### config.mk
export PLATFORM = sky130hd
export DESIGN_NAME = fetch_unit
export DESIGN_NICKNAME = d
export VERILOG_FILES = /design/src/rtl/fetch_pkg.sv /design/src/rtl/fetch_queue.sv /design/src/rtl/fetch_unit.sv
export SDC_FILE = /design/constraint.sdc
export NUM_CORES = 1
export LEC_CHECK = 0
export ABC_AREA = 1
export ABC_CLOCK_PERIOD_IN_PS = 2700
export CAP_MARGIN = 30
export CORE_MARGIN = 8
export CORE_UTILIZATION = 57
export DETAILED_ROUTE_END_ITERATION = 12
export PLACE_DENSITY = 0.8
export SYNTH_ARGS = -nofsm -noshare
export SYNTH_HDL_FRONTEND = slang
export SYNTH_HIERARCHICAL = 1
export SYNTH_SLANG_ARGS = --single-unit
### constraint.sdc
create_clock -name clk -period 2.7 [get_ports clk]
set_clock_uncertainty 0.05 [all_clocks]
set_input_delay 0.27 -clock clk [delete_from_list [all_inputs] [get_ports clk]]
set_output_delay 0.27 -clock clk [all_outputs]
set_load 0.1 [all_outputs]
### src/rtl/fetch_pkg.sv
// Shared widths, PC step and queue entry type for the instruction-fetch stage.
package fetch_pkg;
  localparam int unsigned FETCH_DATA_WIDTH      = 32;
  localparam int unsigned FETCH_IMEM_ADDR_WIDTH = 8;
  localparam int unsigned FETCH_PC_STEP         = 4;
  localparam int unsigned FETCH_QUEUE_DEPTH     = 4;

  typedef struct packed {
    logic [FETCH_DATA_WIDTH-1:0]      inst;
    logic [FETCH_IMEM_ADDR_WIDTH-1:0] pc;
  } fetch_entry_t;
endpackage

### src/rtl/fetch_queue.sv
// Synchronous FIFO of fetch entries with flush and same-cycle push/pop at any occupancy.
module fetch_queue
  import fetch_pkg::*;
#(
  parameter type         entry_t = fetch_entry_t,
  parameter int unsigned DEPTH   = FETCH_QUEUE_DEPTH,
  localparam int unsigned PW     = $clog2(DEPTH),
  localparam int unsigned CW     = PW + 1
) (
  input  logic          clk,
  input  logic          reset,
  input  logic          flush,
  input  logic          push,
  input  entry_t        push_data,
  input  logic          pop,
  output logic [CW-1:0] count,
  output entry_t        head
);

  entry_t          mem [DEPTH];
  logic [PW-1:0]   rd_ptr;
  logic [PW-1:0]   wr_ptr;

  // Storage is not reset; only pointers and count carry state.
  always_ff @(posedge clk) begin
    if (push) mem[wr_ptr] <= push_data;
  end

  always_ff @(posedge clk) begin
    if (reset || flush) begin
      rd_ptr <= '0;
      wr_ptr <= '0;
      count  <= '0;
    end else begin
      if (push) wr_ptr <= wr_ptr + PW'(1);
      if (pop)  rd_ptr <= rd_ptr + PW'(1);
      count <= count + CW'(push) - CW'(pop);
    end
  end

  assign head = mem[rd_ptr];

endmodule

### src/rtl/fetch_unit.sv
// Instruction-fetch stage: sequential PC, sync-read imem, decoupling queue, redirect flush.
// Optional build macro FETCH_PERF_EN adds perf_fetched / perf_flushed counters.
module fetch_unit
  import fetch_pkg::*;
#(
  parameter int unsigned DATA_WIDTH      = FETCH_DATA_WIDTH,
  parameter int unsigned IMEM_ADDR_WIDTH = FETCH_IMEM_ADDR_WIDTH,
  parameter int unsigned PC_STEP         = FETCH_PC_STEP,
  parameter int unsigned QUEUE_DEPTH     = FETCH_QUEUE_DEPTH,
  parameter int unsigned RESET_PC        = 0
) (
  input  logic                       clk,
  input  logic                       reset,
  input  logic                       redirect_valid,
  input  logic [IMEM_ADDR_WIDTH-1:0] redirect_pc,
  output logic                       imem_en,
  output logic [IMEM_ADDR_WIDTH-1:0] imem_addr,
  input  logic [DATA_WIDTH-1:0]      imem_rdata,
  output logic                       out_valid,
  input  logic                       out_ready,
  output logic [DATA_WIDTH-1:0]      out_inst,
  output logic [IMEM_ADDR_WIDTH-1:0] out_pc
`ifdef FETCH_PERF_EN
  ,
  output logic [31:0]                perf_fetched,
  output logic [31:0]                perf_flushed
`endif
);

  localparam int unsigned AW = IMEM_ADDR_WIDTH;
  localparam int unsigned CW = $clog2(QUEUE_DEPTH) + 1;

  typedef struct packed {
    logic [DATA_WIDTH-1:0] inst;
    logic [AW-1:0]         pc;
  } entry_t;

  logic [AW-1:0] pc_q;
  logic [AW-1:0] issue_pc_q;
  logic          inflight_q;
  logic          drop_q;
  logic          run_q;
  entry_t        hold_q;

  logic [CW-1:0] q_count;
  entry_t        q_head;
  entry_t        q_push_data;
  logic          deq;
  logic          push;
  logic          pop;
  logic          issue;
  logic [CW:0]   occupancy;
  logic [AW-1:0] redirect_aligned;

  assign out_valid = (q_count != '0);
  assign deq       = out_valid & out_ready;

  // Slots that will be taken once this cycle's response and dequeue settle.
  assign occupancy = (CW+1)'(q_count) + (CW+1)'(inflight_q) - (CW+1)'(deq);
  assign issue     = run_q & ~reset & ~redirect_valid & (occupancy < (CW+1)'(QUEUE_DEPTH));

  assign push = inflight_q & ~drop_q & ~redirect_valid & ~reset;
  assign pop  = deq & ~redirect_valid;

  assign q_push_data      = '{inst: imem_rdata, pc: issue_pc_q};
  assign redirect_aligned = redirect_pc & ~AW'(PC_STEP - 1);

  assign imem_en   = issue;
  assign imem_addr = pc_q;

  fetch_queue #(
    .entry_t (entry_t),
    .DEPTH   (QUEUE_DEPTH)
  ) u_queue (
    .clk       (clk),
    .reset     (reset),
    .flush     (redirect_valid),
    .push      (push),
    .push_data (q_push_data),
    .pop       (pop),
    .count     (q_count),
    .head      (q_head)
  );

  // PC, in-flight tracking and start-up gating; run_q delays the first issue one cycle past reset.
  always_ff @(posedge clk) begin
    if (reset) begin
      pc_q       <= AW'(RESET_PC);
      issue_pc_q <= '0;
      inflight_q <= 1'b0;
      drop_q     <= 1'b0;
      run_q      <= 1'b0;
    end else begin
      run_q <= 1'b1;
      if (redirect_valid) begin
        pc_q       <= redirect_aligned;
        inflight_q <= 1'b0;
        drop_q     <= 1'b0;
      end else begin
        inflight_q <= issue;
        if (issue) begin
          pc_q       <= pc_q + AW'(PC_STEP);
          issue_pc_q <= pc_q;
        end
      end
    end
  end

  // Outputs keep showing the last valid head once the queue drains or is flushed.
  always_ff @(posedge clk) begin
    if (reset)          hold_q <= '0;
    else if (out_valid) hold_q <= q_head;
  end

  assign out_inst = out_valid ? q_head.inst : hold_q.inst;
  assign out_pc   = out_valid ? q_head.pc   : hold_q.pc;

`ifdef FETCH_PERF_EN
  always_ff @(posedge clk) begin
    if (reset) begin
      perf_fetched <= '0;
      perf_flushed <= '0;
    end else begin
      if (push) perf_fetched <= perf_fetched + 32'd1;
      if (redirect_valid) perf_flushed <= perf_flushed + 32'(q_count) + 32'(inflight_q);
    end
  end
`endif

endmodule

==> results by group, run 1 <==
Synth
  • Synth Area in Adders: 1.72%
  • Ys async rst share: 0%
  • EDFF count, synth: 160
  • Post-synthesis simple-gate area fraction: 13.8%
  • Post-synthesis sequential area ratio: 66.3%
  • Mux cell area share after synthesis: 0%
  • Number of synthesized register bits: 223
  • Synth Flop Type: edfxtp_1
  • XOR/XNOR Fraction of Synth Area: 0%
  • Post-Synthesis Cells: 824
  • Syn avg cell area: 11.1 um2
  • Syn. warnings: 6
  • Post-synthesis compound-gate area fraction: 11.7%
  • Synthesized cell area: 0.00914 mm2
  • Distinct cells, synth: 30
  • Largest family of logic cells by synthesized area: simple AND/OR/NAND/NOR gates

STA
  • Slew HR: 60.7%
  • Setup TNS: 0 ps
  • Final worst path period need: 2630 ps
  • Final worst slack: 72.7 ps
  • Fin crit share: 97.3%
  • Final hold vios: 0
  • Final setup fails: 0
  • Final slew viol count: 0
  • Worst-margin pin slew: 590 ps
  • Maximum operating frequency: 0.381 GHz

GRT
  • Grt ovf: 0
  • Antenna violations before repair: 0
  • First-pass GRT wire length: 28,500 um
  • Vias in the first global route: 5,810
  • Pin count of the biggest net entering global routing: 80
  • GRT Util Overall: 17.6%

Route
  • Starting DRT DRC Count: 354
  • Antenna-violating nets left: 0
  • Number of vias per cell: 5.15
  • # DRC: 0
  • Total number of vias: 5,962
  • Post-Route WL: 18,100 um
  • DRT Pass-1 Iters: 5
  • WL per Instance: 15.6 um

Placement
  • Final Wtd Congestion: 0.745
  • Port-buffer cells: 89
  • Place WS: 228 ps
  • HPWL Detailed: 10,400 um

Finish
  • Nets: 982
  • Ant. Diodes: 0
  • Ratio of cells with drive above 1 in the final layout: 22.8%
  • Layout Area Growth over Synthesis: 25.7%

Die
  • Die Wd: 143 um
  • Die area: 0.0204 mm2
  • Starting Density: 58.0%
  • Die Span Y: 143 um
  • Io pins: 94
  • FP Rows: 46
  • Area of the core region: 0.0158 mm2

Setup path
  • Slowest stage delay, CP: 360 ps
  • CP Data Arrival Time: 2310 ps
  • Crit-path max FO: 27
  • Critical Path, Cell by Cell: nor3_4 > buf_4 > buf_12 > inv_2 > buf_4 > o21ai_2 > inv_1 > buf_12
  • Critical path capture point type: output pin
  • CP Class: reg2out
  • Worst setup SP type: flop
  • CP max-delay cell: dfxtp_4
  • Worst EP required: 2380 ps

Power and ir drop
  • Leakage: 4.45 nW
  • Pwr dens: 634 mW/mm2
  • Maximum VDD drop: 471 uV
  • Power Total: 7.29 mW

Clock tree
  • Clk buf depth: 3
  • Clock-pin transition on the worst setup and hold timing paths: 60 ps
  • H-tree depth: 1
  • Clock sinks: 223
  • Clk root buf: clkbuf_16
  • Clk_lat worst skew: 480 ps
  • Num CTS Buffers: 22
  • CTS tree: built

Status
  • Status: complete, no violations

Run
  • MaxCap Viol Count: 0

Min path
  • Hold Path Class: in2reg
==> path summary, 6_finish.rpt <==
| kind | start | endpoint | slack (ps) | cells after the start |
|---|---|---|---|---|
| worst min-delay path | imem_rdata[15] | u_queue/mem[3][23] | 360 | 1 |
| worst max register to register | u_queue/count[2] | imem_addr[6] | 390 | 15 |
| worst max-delay path | u_queue/count[2] | out_inst[27] | 70 | 8 |
| worst min register to register | hold_q[27] | hold_q[27] | 440 | 2 |
==> stage by stage <==
step,std cells,hold WS [ps],instance area (um2),utilization [%]
5_1_grt,1158,346,11500,72.9
2_1_floorplan,833,314,9180,-
6_report,1158,360,11500,72.9
3_5_place_dp,1109,429,10600,67.3
3_3_place_gp,1109,420,10600,67.3
4_1_cts,1150,341,11400,72.1
==> where the power goes <==
| group | leakage [nW] | switching (mW) | internal, mW | total [mW] |
|---|---|---|---|---|
| sequential | 1.96 | 0.0232 | 3.69 | 3.71 |
| combinational | 2.13 | 0.358 | 0.196 | 0.554 |
| clock | 0.356 | 1.21 | 1.81 | 3.02 |
| total | 4.45 | 1.59 | 5.70 | 7.29 |
==> logic make-up (layout without fill, tap and decap cells) <==
family	after synthesis	after routing
and+or+nand+nor	286	286
DFF	223	223
AOI/OAI and AO/OA	182	182
buffers and inverters	120	229
adders and majority gates	12	12
other	1	10
==> cell type report <==
| type | count | area [um2] |
|---|---|---|
| Timing Repair Buffer | 113 | 1580 |
| Multi-Input combinational cell | 490 | 2540 |
| Inverter | 76 | 295 |
| Tap cell | 216 | 270 |
| Sequential cell | 223 | 6070 |
| Fill cell | 1050 | 4280 |
| Clock buffer | 29 | 618 |
| Clock inverter | 11 | 116 |
==> layout by cell type (no fill, tap or decap), drive strengths merged <==
cell type      count
fa                 1
clkinv             6
o21ai            171
inv               78
or2               41
conb              10
nor3b              1
clkinvlp           1
buf               71
clkbuf            30
bufinv             2
nand2             44
nand3             11
dfxtp             63
a21oi             11
nor2             183
clkdlybuf4s50     40
edfxtp           160
dlygate4sd3        1
nand4              1
nor3               5
ha                11
==> cell usage after synthesis (4+ instances only) <==
cell type  instances  area (um2)
buf_4              5        37.5
a21oi_1            8        40.0
clkbuf_2           7        35.0
o21ai_1           69         345
nand3_2            4        40.0
buf_2             12        60.1
nand3_1            7        35.0
nor3_1             4        20.0
nand2_1           42         158
inv_2              4        15.0
o21ai_2           39         342
buf_6             11         124
inv_1             71         267
dfxtp_1           63        1260
edfxtp_1         160        4800
clkbuf_1           8        30.0
o21ai_0           63         315
ha_1              11         138
nor2_1           181         679
or2_2             41         257
==> state kept, by name, summed over array words and instances, names as in the netlist, named ones only <==
signal / flops
issue_pc_q: 6
u_queue/wr_ptr: 2
u_queue/mem: 160
inflight_q: 1
u_queue/count: 3
hold_q: 40
run_q: 1
u_queue/rd_ptr: 2
imem_addr: 6
==> what timing repair did <==
action / CTS / global route
endpoints found under the hold margin: 1 / 0
pin swaps: 1 / 6
resized for setup: 4 / 15
gates cloned: 0 / 1
setup endpoints to repair: 12 / 25
hold buffers: 1 / 0
setup buffers: 0 / 7
==> critical path, delay by kind of cell, from the launching register on <==
kind                   cells  cell delay [ps]
buffers and inverters      6              950
DFF                        1              360
AOI/OAI and AO/OA          1              250
and+or+nand+nor            1              240
==> layer usage <==
metal  up-vias  wire, um  track usage [%]
met5         -         0                0
met4         0       328             5.54
met3        31      1120             3.31
met2       161      9510             32.6
met1      2816      7120             20.1
li1       2954         -                -
Power figures use the tool's default switching activity.
==> run 2, diff against run 1 <==
CAP_MARGIN = not set   (was 30)
==> results of run 2 <==
No change in the layout: final DEF, timing and power equal those of run 1.
==> run 3, diff against run 2 <==
CTS_CLUSTER_SIZE = 10   (was not set)
==> results by group, run 3 (synthesized netlist as in run 1, its figures left out) <==
Status
  • Status: complete, no violations

STA
  • Fin crit share: 96.8%
  • Worst-margin pin slew: 598 ps
  • Final setup fails: 0
  • Maximum operating frequency: 0.382 GHz
  • Final slew viol count: 0
  • Final worst slack: 85.3 ps
  • Final worst path period need: 2610 ps
  • Slew HR: 60.1%
  • Worst Hold Slack: 350 ps
  • RSZ-0062 raised after global routing: yes
  • Final hold vios: 0

Placement
  • Final Wtd Congestion: 0.745
  • HPWL Detailed: 10,400 um
  • Port-buffer cells: 89
  • Place WS: 228 ps

Clock tree
  • Num CTS Buffers: 26
  • Clk_lat worst skew: 500 ps
  • Clock sinks: 223
  • Clk root buf: clkbuf_16
  • H-tree depth: 1
  • Clock-pin transition on the worst setup and hold timing paths: 50 ps
  • Clk buf depth: 3
  • CTS tree: built

Finish
  • Layout Area Growth over Synthesis: 25.6%
  • Largest register FFs: 160
  • Commonest cells after routing, fill and taps aside: nor2_1 (181), edfxtp_1 (160), o21ai_1 (69)
  • Filler instances: 1,051
  • Most common cell after layout, fill and taps aside: nor2_1
  • Ratio of cells with drive above 1 in the final layout: 22.0%
  • Final core occ: 72.8%
  • Nets: 984
  • Most flop-heavy register: u_queue/mem
  • Ant. Diodes: 0
  • Biggest regs: u_queue/mem: 160 flops, hold_q: 40 flops

Route
  • WL per Instance: 15.6 um
  • Antenna-violating nets left: 0
  • Starting DRT DRC Count: 353
  • Post-Route WL: 18,100 um
  • # DRC: 0
  • DRT Pass-1 Iters: 5
  • Total number of vias: 5,999
  • Number of vias per cell: 5.16

Min path
  • Hold worst-path end: u_queue/mem[3][36]
  • Hold depth: 1
  • Hold Path Class: in2reg
  • Hold Startpoint: imem_rdata[28]

Power and ir drop
  • Clock power share: 41.7%
  • Sw Ratio: 21.7%
  • Int Pwr: 5.74 mW
  • Switching power: 1.59 mW
  • Maximum VDD drop: 496 uV
  • Leakage: 4.44 nW
  • Power share of the combinational group: 7.5%
  • Pwr dens: 638 mW/mm2
  • Register share of total power: 50.8%

Die
  • Die Wd: 143 um
  • FP Rows: 46
  • Starting Density: 58.0%
  • Die area: 0.0204 mm2
  • Io pins: 94
  • Area of the core region: 0.0158 mm2
  • Die Span Y: 143 um

GRT
  • Vias in the first global route: 5,932
  • Grt ovf: 0
  • GRT Util Overall: 17.9%
  • First-pass GRT wire length: 29,000 um
  • Antenna violations before repair: 0
  • Pin count of the biggest net entering global routing: 80

Setup path
  • FF-to-FF End: imem_addr[6]
  • Reg2reg start: u_queue/count[2]
  • CP Class: reg2out
  • Worst setup SP type: flop
  • Reg2Reg Depth: 14
  • R2R setup slack: 360 ps
  • Worst EP required: 2380 ps
  • Crit-path max FO: 4
  • CP Data Arrival Time: 2290 ps
  • Critical path capture point type: output pin

Run
  • MaxCap Viol Count: 0
run 3: cell count changes in the layout (fill, tap and decap cells not counted), sizes merged:
cell	before	now
clkbuf	30	45
inv	78	76
bufinv	2	0
buf	71	70
clkinv	6	1
run 3: area by class of cell:
class	instances	area (um2)	area share, %
clock buffers	45	743	6.47
repair buffers	111	1550	13.5
well taps	216	270	2.35
flip-flops and latches	223	6070	52.9
multi-input cells	490	2540	22.1
clock inverters	2	11.3	0.0981
inverters	76	298	2.59
run 3: how the worst max path moves through the flow:
| stage | slack (ps) | end | cells after the start | startpoint |
|---|---|---|---|---|
| floorplan | 280 | imem_en | 13 | u_queue/count[1] |
| global placement | 300 | imem_addr[5] | 16 | out_ready |
| detailed placement | 230 | imem_addr[6] | 16 | out_ready |
| CTS | 30 | out_inst[31] | 9 | flop |
| global route | -70 | imem_en | 13 | u_queue/count[2] |
| finish | 90 | imem_en | 11 | u_queue/count[2] |
run 3: through the flow:
step	instances	cell area (um2)	TNS (ps)	power, mW
3_5_place_dp	1109	10600	0	4.34
2_1_floorplan	833	9180	0	4.12
6_report	1163	11500	0	7.32
5_1_grt	1163	11500	-70.5	7.52
4_1_cts	1158	11400	0	7.37
3_3_place_gp	1109	10600	0	4.33
run 3: what timing repair did:
| action | CTS | global route |
|---|---|---|
| endpoints found under the hold margin | 1 | 0 |
| pin swaps | 1 | 5 |
| cloned | 0 | 0 |
| setup buffers | 1 | 5 |
| resized for setup | 4 | 16 |
| endpoints found under the setup margin | 31 | 34 |
| hold buffers | 1 | 0 |
run 3: critical path, stage by stage (launching register included):
cell	delay, ps
dfxtp_4	360
nor3_4	260
nor2_1	90
ha_2	170
inv_2	60
ha_4	190
nand3_1	110
nand3_1	80
nand2_1	110
nand4_4	120
inv_4	90
buf_12	170
run 3: power by group through the flow:
stage                     Clock [mW]  Sequential (mW)  Combinational, mW
final                           3.05             3.72              0.552
after global routing            3.22             3.72              0.581
after CTS                       3.10             3.72              0.552
after detailed placement           0             3.79              0.547
after global placement             0             3.79              0.539
after floorplan                    0             3.82              0.294
run 3: metal layers:
layer	GRT usage, %	vias to the layer above	routed length (um)
li1	-	2964	-
met1	20.0	2855	7050
met2	33.7	152	9740
met3	3.61	28	1090
met4	5.20	0	252
met5	0	-	0
